<file path="src/rtl/cnt_cmd_pkg.sv">
// ============================================================================
// Module      : cnt_cmd_pkg
// Description : Shared state/command encodings and default timing constants
//               for the counter command generator.
// Revision    : 1.0 - initial release
// ============================================================================
`default_nettype none

package cnt_cmd_pkg;

  typedef enum logic [1:0] {
    IDLE   = 2'd0,
    FIRE   = 2'd1,
    HOLD   = 2'd2,
    REPEAT = 2'd3
  } state_e;

  typedef enum logic [1:0] {
    CMD_NONE = 2'd0,
    CMD_UP   = 2'd1,
    CMD_DN   = 2'd2,
    CMD_LD   = 2'd3
  } cmd_e;

  localparam int unsigned DEF_DB_CYCLES  = 16;
  localparam int unsigned DEF_REP_DELAY  = 64;
  localparam int unsigned DEF_REP_PERIOD = 16;

  // Simultaneous presses resolve as LD > UP > DN.
  function automatic cmd_e pick_cmd(input logic ld, input logic up, input logic dn);
    if (ld)      return CMD_LD;
    else if (up) return CMD_UP;
    else if (dn) return CMD_DN;
    else         return CMD_NONE;
  endfunction

endpackage

`default_nettype wire

</file>
<file path="src/rtl/cnt_cmd_gen_debounce.sv">
// ============================================================================
// Module      : btn_debounce
// Description : 2-flop synchroniser plus stable-run debouncer for one button.
// Revision    : 1.0 - initial release
// ============================================================================
`default_nettype none

module btn_debounce #(
  parameter int unsigned DB_CYCLES = 16
) (
  input  logic CLK,
  input  logic RST,
  input  logic btn_i,
  output logic level_o
);

  localparam int unsigned CW = (DB_CYCLES > 1) ? $clog2(DB_CYCLES) : 1;

  logic          sync1_q, sync1_d;
  logic          sync2_q, sync2_d;
  logic          level_q, level_d;
  logic [CW-1:0] cnt_q,   cnt_d;

  always_comb begin
    sync1_d = btn_i;
    sync2_d = sync1_q;
    level_d = level_q;
    cnt_d   = '0;
    // Any sample equal to the current level restarts the run.
    if (sync2_q != level_q) begin
      if (cnt_q == CW'(DB_CYCLES - 1)) begin
        level_d = sync2_q;
      end else begin
        cnt_d = cnt_q + CW'(1);
      end
    end
  end

  always_ff @(posedge CLK) begin
    if (!RST) begin
      sync1_q <= 1'b0;
      sync2_q <= 1'b0;
      level_q <= 1'b0;
      cnt_q   <= '0;
    end else begin
      sync1_q <= sync1_d;
      sync2_q <= sync2_d;
      level_q <= level_d;
      cnt_q   <= cnt_d;
    end
  end

  assign level_o = level_q;

endmodule

`default_nettype wire

</file>
<file path="src/rtl/cnt_cmd_gen.sv">
// ============================================================================
// Module      : cnt_cmd_gen
// Description : Button/switch command stage producing CE, UP, LOAD and DAT_O
//               for the up/down counter. Optional auto-repeat is enabled by
//               defining CNT_CMD_AUTO_REPEAT_EN.
// Revision    : 1.0 - initial release
// ============================================================================
`default_nettype none

module cnt_cmd_gen
  import cnt_cmd_pkg::*;
#(
  parameter int unsigned W          = 4,
  parameter int unsigned DB_CYCLES  = DEF_DB_CYCLES,
  parameter int unsigned REP_DELAY  = DEF_REP_DELAY,
  parameter int unsigned REP_PERIOD = DEF_REP_PERIOD
) (
  input  logic         CLK,
  input  logic         RST,
  input  logic         BTN_UP,
  input  logic         BTN_DN,
  input  logic         BTN_LD,
  input  logic [W-1:0] SW_I,
  output logic         CE,
  output logic         UP,
  output logic         LOAD,
  output logic [W-1:0] DAT_O,
  output logic         BUSY
);

  if (DB_CYCLES < 2 || REP_PERIOD < 2 || REP_DELAY < 1) begin : g_param_check
    $error("cnt_cmd_gen: DB_CYCLES and REP_PERIOD must be >= 2, REP_DELAY >= 1");
  end

  logic up_db, dn_db, ld_db, any_btn;

  btn_debounce #(.DB_CYCLES(DB_CYCLES)) u_db_up (.CLK(CLK), .RST(RST), .btn_i(BTN_UP), .level_o(up_db));
  btn_debounce #(.DB_CYCLES(DB_CYCLES)) u_db_dn (.CLK(CLK), .RST(RST), .btn_i(BTN_DN), .level_o(dn_db));
  btn_debounce #(.DB_CYCLES(DB_CYCLES)) u_db_ld (.CLK(CLK), .RST(RST), .btn_i(BTN_LD), .level_o(ld_db));

  assign any_btn = up_db | dn_db | ld_db;

  state_e       state_q, state_d;
  cmd_e         cmd_q,   cmd_d;
  logic         ce_q,    ce_d;
  logic         load_q,  load_d;
  logic         up_q,    up_d;
  logic         busy_q,  busy_d;
  logic [W-1:0] dat_q,   dat_d;
  logic [W-1:0] sw_s1_q, sw_s1_d;
  logic [W-1:0] sw_s2_q, sw_s2_d;

`ifdef CNT_CMD_AUTO_REPEAT_EN
  localparam int unsigned RMAX = (REP_DELAY > REP_PERIOD) ? REP_DELAY : REP_PERIOD;
  localparam int unsigned RCW  = (RMAX > 1) ? $clog2(RMAX) : 1;

  logic [RCW-1:0] rep_cnt_q, rep_cnt_d;
  logic           latched_held;

  assign latched_held = ((cmd_q == CMD_UP) && up_db) || ((cmd_q == CMD_DN) && dn_db);
`endif

  always_comb begin
    state_d = state_q;
    cmd_d   = cmd_q;
    ce_d    = 1'b0;
    load_d  = 1'b0;
    up_d    = up_q;
    dat_d   = dat_q;
    sw_s1_d = SW_I;
    sw_s2_d = sw_s1_q;
`ifdef CNT_CMD_AUTO_REPEAT_EN
    rep_cnt_d = rep_cnt_q;
`endif
    case (state_q)
      IDLE: begin
        if (any_btn) begin
          cmd_d   = pick_cmd(ld_db, up_db, dn_db);
          state_d = FIRE;
        end
      end
      FIRE: begin
        case (cmd_q)
          CMD_UP: begin ce_d = 1'b1; up_d = 1'b1; end
          CMD_DN: begin ce_d = 1'b1; up_d = 1'b0; end
          CMD_LD: begin load_d = 1'b1; dat_d = sw_s2_q; end
          default: ;
        endcase
        state_d = HOLD;
`ifdef CNT_CMD_AUTO_REPEAT_EN
        rep_cnt_d = '0;
`endif
      end
`ifdef CNT_CMD_AUTO_REPEAT_EN
      HOLD: begin
        if (!any_btn) begin
          state_d = IDLE;
        end else if (!latched_held) begin
          rep_cnt_d = '0;
        end else if (rep_cnt_q == RCW'(REP_DELAY - 1)) begin
          ce_d      = 1'b1;
          rep_cnt_d = '0;
          state_d   = REPEAT;
        end else begin
          rep_cnt_d = rep_cnt_q + RCW'(1);
        end
      end
      REPEAT: begin
        if (!any_btn) begin
          state_d = IDLE;
        end else if (!latched_held) begin
          rep_cnt_d = '0;
          state_d   = HOLD;
        end else if (rep_cnt_q == RCW'(REP_PERIOD - 1)) begin
          ce_d      = 1'b1;
          rep_cnt_d = '0;
        end else begin
          rep_cnt_d = rep_cnt_q + RCW'(1);
        end
      end
`else
      HOLD: begin
        if (!any_btn) state_d = IDLE;
      end
      REPEAT: state_d = IDLE;
`endif
      default: state_d = IDLE;
    endcase
    busy_d = (state_d != IDLE);
  end

  always_ff @(posedge CLK) begin
    if (!RST) begin
      state_q <= IDLE;
      cmd_q   <= CMD_NONE;
      ce_q    <= 1'b0;
      load_q  <= 1'b0;
      up_q    <= 1'b0;
      busy_q  <= 1'b0;
      dat_q   <= '0;
      sw_s1_q <= '0;
      sw_s2_q <= '0;
`ifdef CNT_CMD_AUTO_REPEAT_EN
      rep_cnt_q <= '0;
`endif
    end else begin
      state_q <= state_d;
      cmd_q   <= cmd_d;
      ce_q    <= ce_d;
      load_q  <= load_d;
      up_q    <= up_d;
      busy_q  <= busy_d;
      dat_q   <= dat_d;
      sw_s1_q <= sw_s1_d;
      sw_s2_q <= sw_s2_d;
`ifdef CNT_CMD_AUTO_REPEAT_EN
      rep_cnt_q <= rep_cnt_d;
`endif
    end
  end

  assign CE    = ce_q;
  assign LOAD  = load_q;
  assign UP    = up_q;
  assign DAT_O = dat_q;
  assign BUSY  = busy_q;

endmodule

`default_nettype wire
</file>
<file path="config.mk">
export PLATFORM = sky130hd
export DESIGN_NAME = cnt_cmd_gen
export DESIGN_NICKNAME = d
export VERILOG_FILES = /design/src/rtl/cnt_cmd_pkg.sv /design/src/rtl/cnt_cmd_gen_debounce.sv /design/src/rtl/cnt_cmd_gen.sv
export SDC_FILE = /design/constraint.sdc
export NUM_CORES = 1
export LEC_CHECK = 0
export CORE_ASPECT_RATIO = 0.8
export CORE_UTILIZATION = 53
export DETAILED_ROUTE_END_ITERATION = 12
export PLACE_DENSITY = 0.83
export SETUP_SLACK_MARGIN = 0.3
export SYNTH_ARGS = -nofsm -noshare
export SYNTH_HDL_FRONTEND = slang
export SYNTH_SLANG_ARGS = --single-unit
export TNS_END_PERCENT = 50
</file>
<file path="constraint.sdc">
create_clock -name CLK -period 1.36 [get_ports CLK]
set_input_delay 0.34 -clock CLK [delete_from_list [all_inputs] [get_ports CLK]]
set_output_delay 0.34 -clock CLK [all_outputs]
set_load 0.03 [all_outputs]
</file>
==> results.yml <==
clock_tree:
  cts_tree: "built"
  h-tree-depth: 2
  cts-root-buf: "clkbuf_4"
  cts_hold_buf: 0
  cts_buffers: 5
  clkTransAtPathRegs_ps: 120
  clkSinkCount: 41
  clock_path_buffers: 2
  worstSkewPairLatency_ps: 350
logic_synthesis:
  synth_seq_area_share: 0.574
  yosysTopAreaCell: "dfxtp_1"
  yosysWarnings: 0
  yosysMostFrequentCell: "dfxtp_1"
  muxShareOfSynthArea: 0.0210
  synth_top_family_by_area: "simple AND/OR/NAND/NOR gates"
  ys_types: 26
  ys.flop_type: "dfxtp_1"
  netlist_area_mm2: 0.00143
  synth_area_leaders: "dfxtp_1 57%, and2_1 6.6%, xor2_1 5.5%"
  avgSynthCellArea_um2: 10.5
  synth-simple-area-share: 0.223
  synth_xor_area_frac: 0.0551
  yosys_register_bits: 41
  async_flop_share: 0
  synthTopCellsByCount: "41 x dfxtp_1, 15 x and2_1, 13 x nand3_1, 12 x nor2_1, 9 x xor2_1"
  synthesis.nets: 150
  synth_compound_area_frac: 0.0639
  synth_edf_count: 0
  synth_cells: 136
  synth_fa_ha_area_frac: 0.0437
  synth_top_area_frac: 0.574
routing:
  routed_wl_mm: 2.41
  vias_per_cell: 5.02
  drt_pass1_iterations: 4
  ant_nets: 0
  wl_per_cell_um: 12.2
  via_count: 988
  drc_errors: 0
  dr.first_iter.drc_count: 32
setup_path:
  cp_num_buf_inv: 1
  crit_chain: "buf_6"
  max_stage_delay_ps: 360
  crit_required_ps: 1020
  critPathCaptureType: "primary output"
  cp-start-kind: "flip-flop"
  critical_path_class: "reg -> out"
  path_max_fanout: 2
  cpMaxStageDelayCell: "dfxtp_2"
  crit_arrival_ps: 830
  path_delay_family: "flip-flops"
final_layout:
  drive_gt1_frac: 0.248
  design_area_mm2: 0.00179
  fin_cells: 197
  multiInputGateArea_um2: 613
  fillCellCount: 168
  antenna_cells: 0
  nets: 174
  regArea_um2: 838
  syn2layout_area_growth_pct: 25.5
die:
  die_y_um: 48.5
  rows: 16
  die_area_mm2: 0.00291
  initial_core_util: 0.572
  ios: 17
  coreArea_mm2: 0.00250
  fp.dieW_um: 60.1
grt:
  grt_max_degree: 36
  grt_pass1_vias: 853
  grt_use_total: 0.178
  antenna_found_initial: 0
  grt_overflow: 0
  grt_pass1_wl_mm: 3.65
sta:
  setup_violations: 0
  timing.setup.tns_ps: 0
  clock_skew_ps: 11.9
  period_share: 0.860
  worst_slew_pin_slew_ps: 221
  fin_crit_ps: 1170
  hold_viol_final: 0
  grt_setup_unrepaired: "true"
  max_freq_ghz: 0.855
  slew_headroom: 0.852
  slew_violations: 0
pwr:
  leakagePower_nw: 0.789
  p_per_area_mw_per_mm2: 1100
  peakVddDrop_uv: 780
placed_design:
  dp_cells: 186
  postPlaceCellArea_mm2: 0.00166
  numPortBuffers: 16
  gp_congestion: 0.744
  hpwl_mm: 1.61
min_path:
  hp-class: "reg -> reg"
job:
  cap_violations: 0
run_status:
  outcome: "completed"
==> layout make-up <==
cell class	instances	share of cell area
Sequential cell	41	0.467
Clock buffer	7	0.0363
Multi-Input combinational cell	88	0.342
Tap cell	36	0.0251
Timing Repair Buffer	20	0.119
Clock inverter	1	0.00279
Inverter	4	0.00837
==> per-stage QoR <==
step | utilization | worst slack [ps] | total power, mW | hold WS (ps)
CTS | 0.705 | 186 | 1.97 | 449
floorplan | - | 315 | 1.29 | 412
global placement | 0.663 | 43.4 | 1.32 | 416
detailed placement | 0.663 | -2.40 | 1.32 | 421
global route | 0.717 | 147 | 2.04 | 455
finish | 0.717 | 190 | 1.97 | 440
==> per-layer routing <==
metal | up-vias | wire length [um] | GRT usage
li1 | 497 | - | -
met1 | 458 | 1120 | 0.209
met2 | 28 | 1160 | 0.276
met3 | 5 | 104 | 0.0882
met4 | 0 | 27 | 0.0698
met5 | - | 0 | 0
==> power by group <==
| part | total [mW] | leakage [nW] | switching (mW) | internal [mW] |
|---|---|---|---|---|
| Combinational | 0.0666 | 0.408 | 0.0244 | 0.0422 |
| Sequential | 1.23 | 0.340 | 0.00844 | 1.22 |
| Clock | 0.671 | 0.0413 | 0.372 | 0.300 |
| Total | 1.97 | 0.789 | 0.404 | 1.56 |
==> worst min-delay path, stage by stage (launching register included) <==
cell      delay [ps]
dfxtp_1          310
nand3_1           60
a21boi_1          50
==> registers in the layout, indices dropped and copies added, names as in the netlist, 2 cells and up <==
name and flops:
DAT_O 4, u_db_ld.cnt_q 4, sw_s1_q 4, u_db_dn.cnt_q 4
cmd_q 2, sw_s2_q 4, u_db_up.cnt_q 4, state_q 2
==> path summary, 6_finish.rpt <==
kind	from	end	slack [ps]	cells after the start
worst min register to register	sw_s2_q[0]	DAT_O[0]	440	2
worst max register to register	cmd_q[1]	UP	200	4
worst min-delay path	sw_s2_q[0]	DAT_O[0]	440	2
worst max-delay path	DAT_O[0]	DAT_O[0]	190	1
==> repair_timing <==
action | in CTS | in global routing
endpoints found under the setup margin | 16 | 30
pin swaps | 1 | 2
setup buffers | 1 | 2
gates resized for setup | 66 | 5
==> placed cells by master, fill, tap and decap left out <==
cell and count:
a21boi_1 5, buf_4 3, nand3_1 13, dfxtp_4 1, nor2_1 12, ha_2 1
a21o_1 1, ha_1 3, clkdlybuf4s50_1 8, nor3b_4 1, clkinv_2 1, mux2i_1 3
nand3b_1 1, buf_6 8, nor2b_1 3, nor3b_1 1, and3_1 4, ha_4 1
and2b_4 1, nor3_2 1, and2_1 15, xor2_1 9, nand2_1 6, o211a_1 1
clkbuf_8 2, o21ai_0 1, inv_2 1, buf_12 1, o21a_1 2, a21oi_1 1
o221a_2 1, inv_1 3, dfxtp_2 11, clkbuf_4 5, nor2_4 1, dfxtp_1 29
==> cells by family after synthesis <==
kind of cell             after synthesis
multiplexers                           3
flip-flops                            41
AO/OA/AOI/OAI                         12
XOR/XNOR                               9
buffers and inverters                  7
AND/OR/NAND/NOR                       59
adder cells (fa/ha/maj)                5
Note: power is estimated with default switching activity, not from simulation.
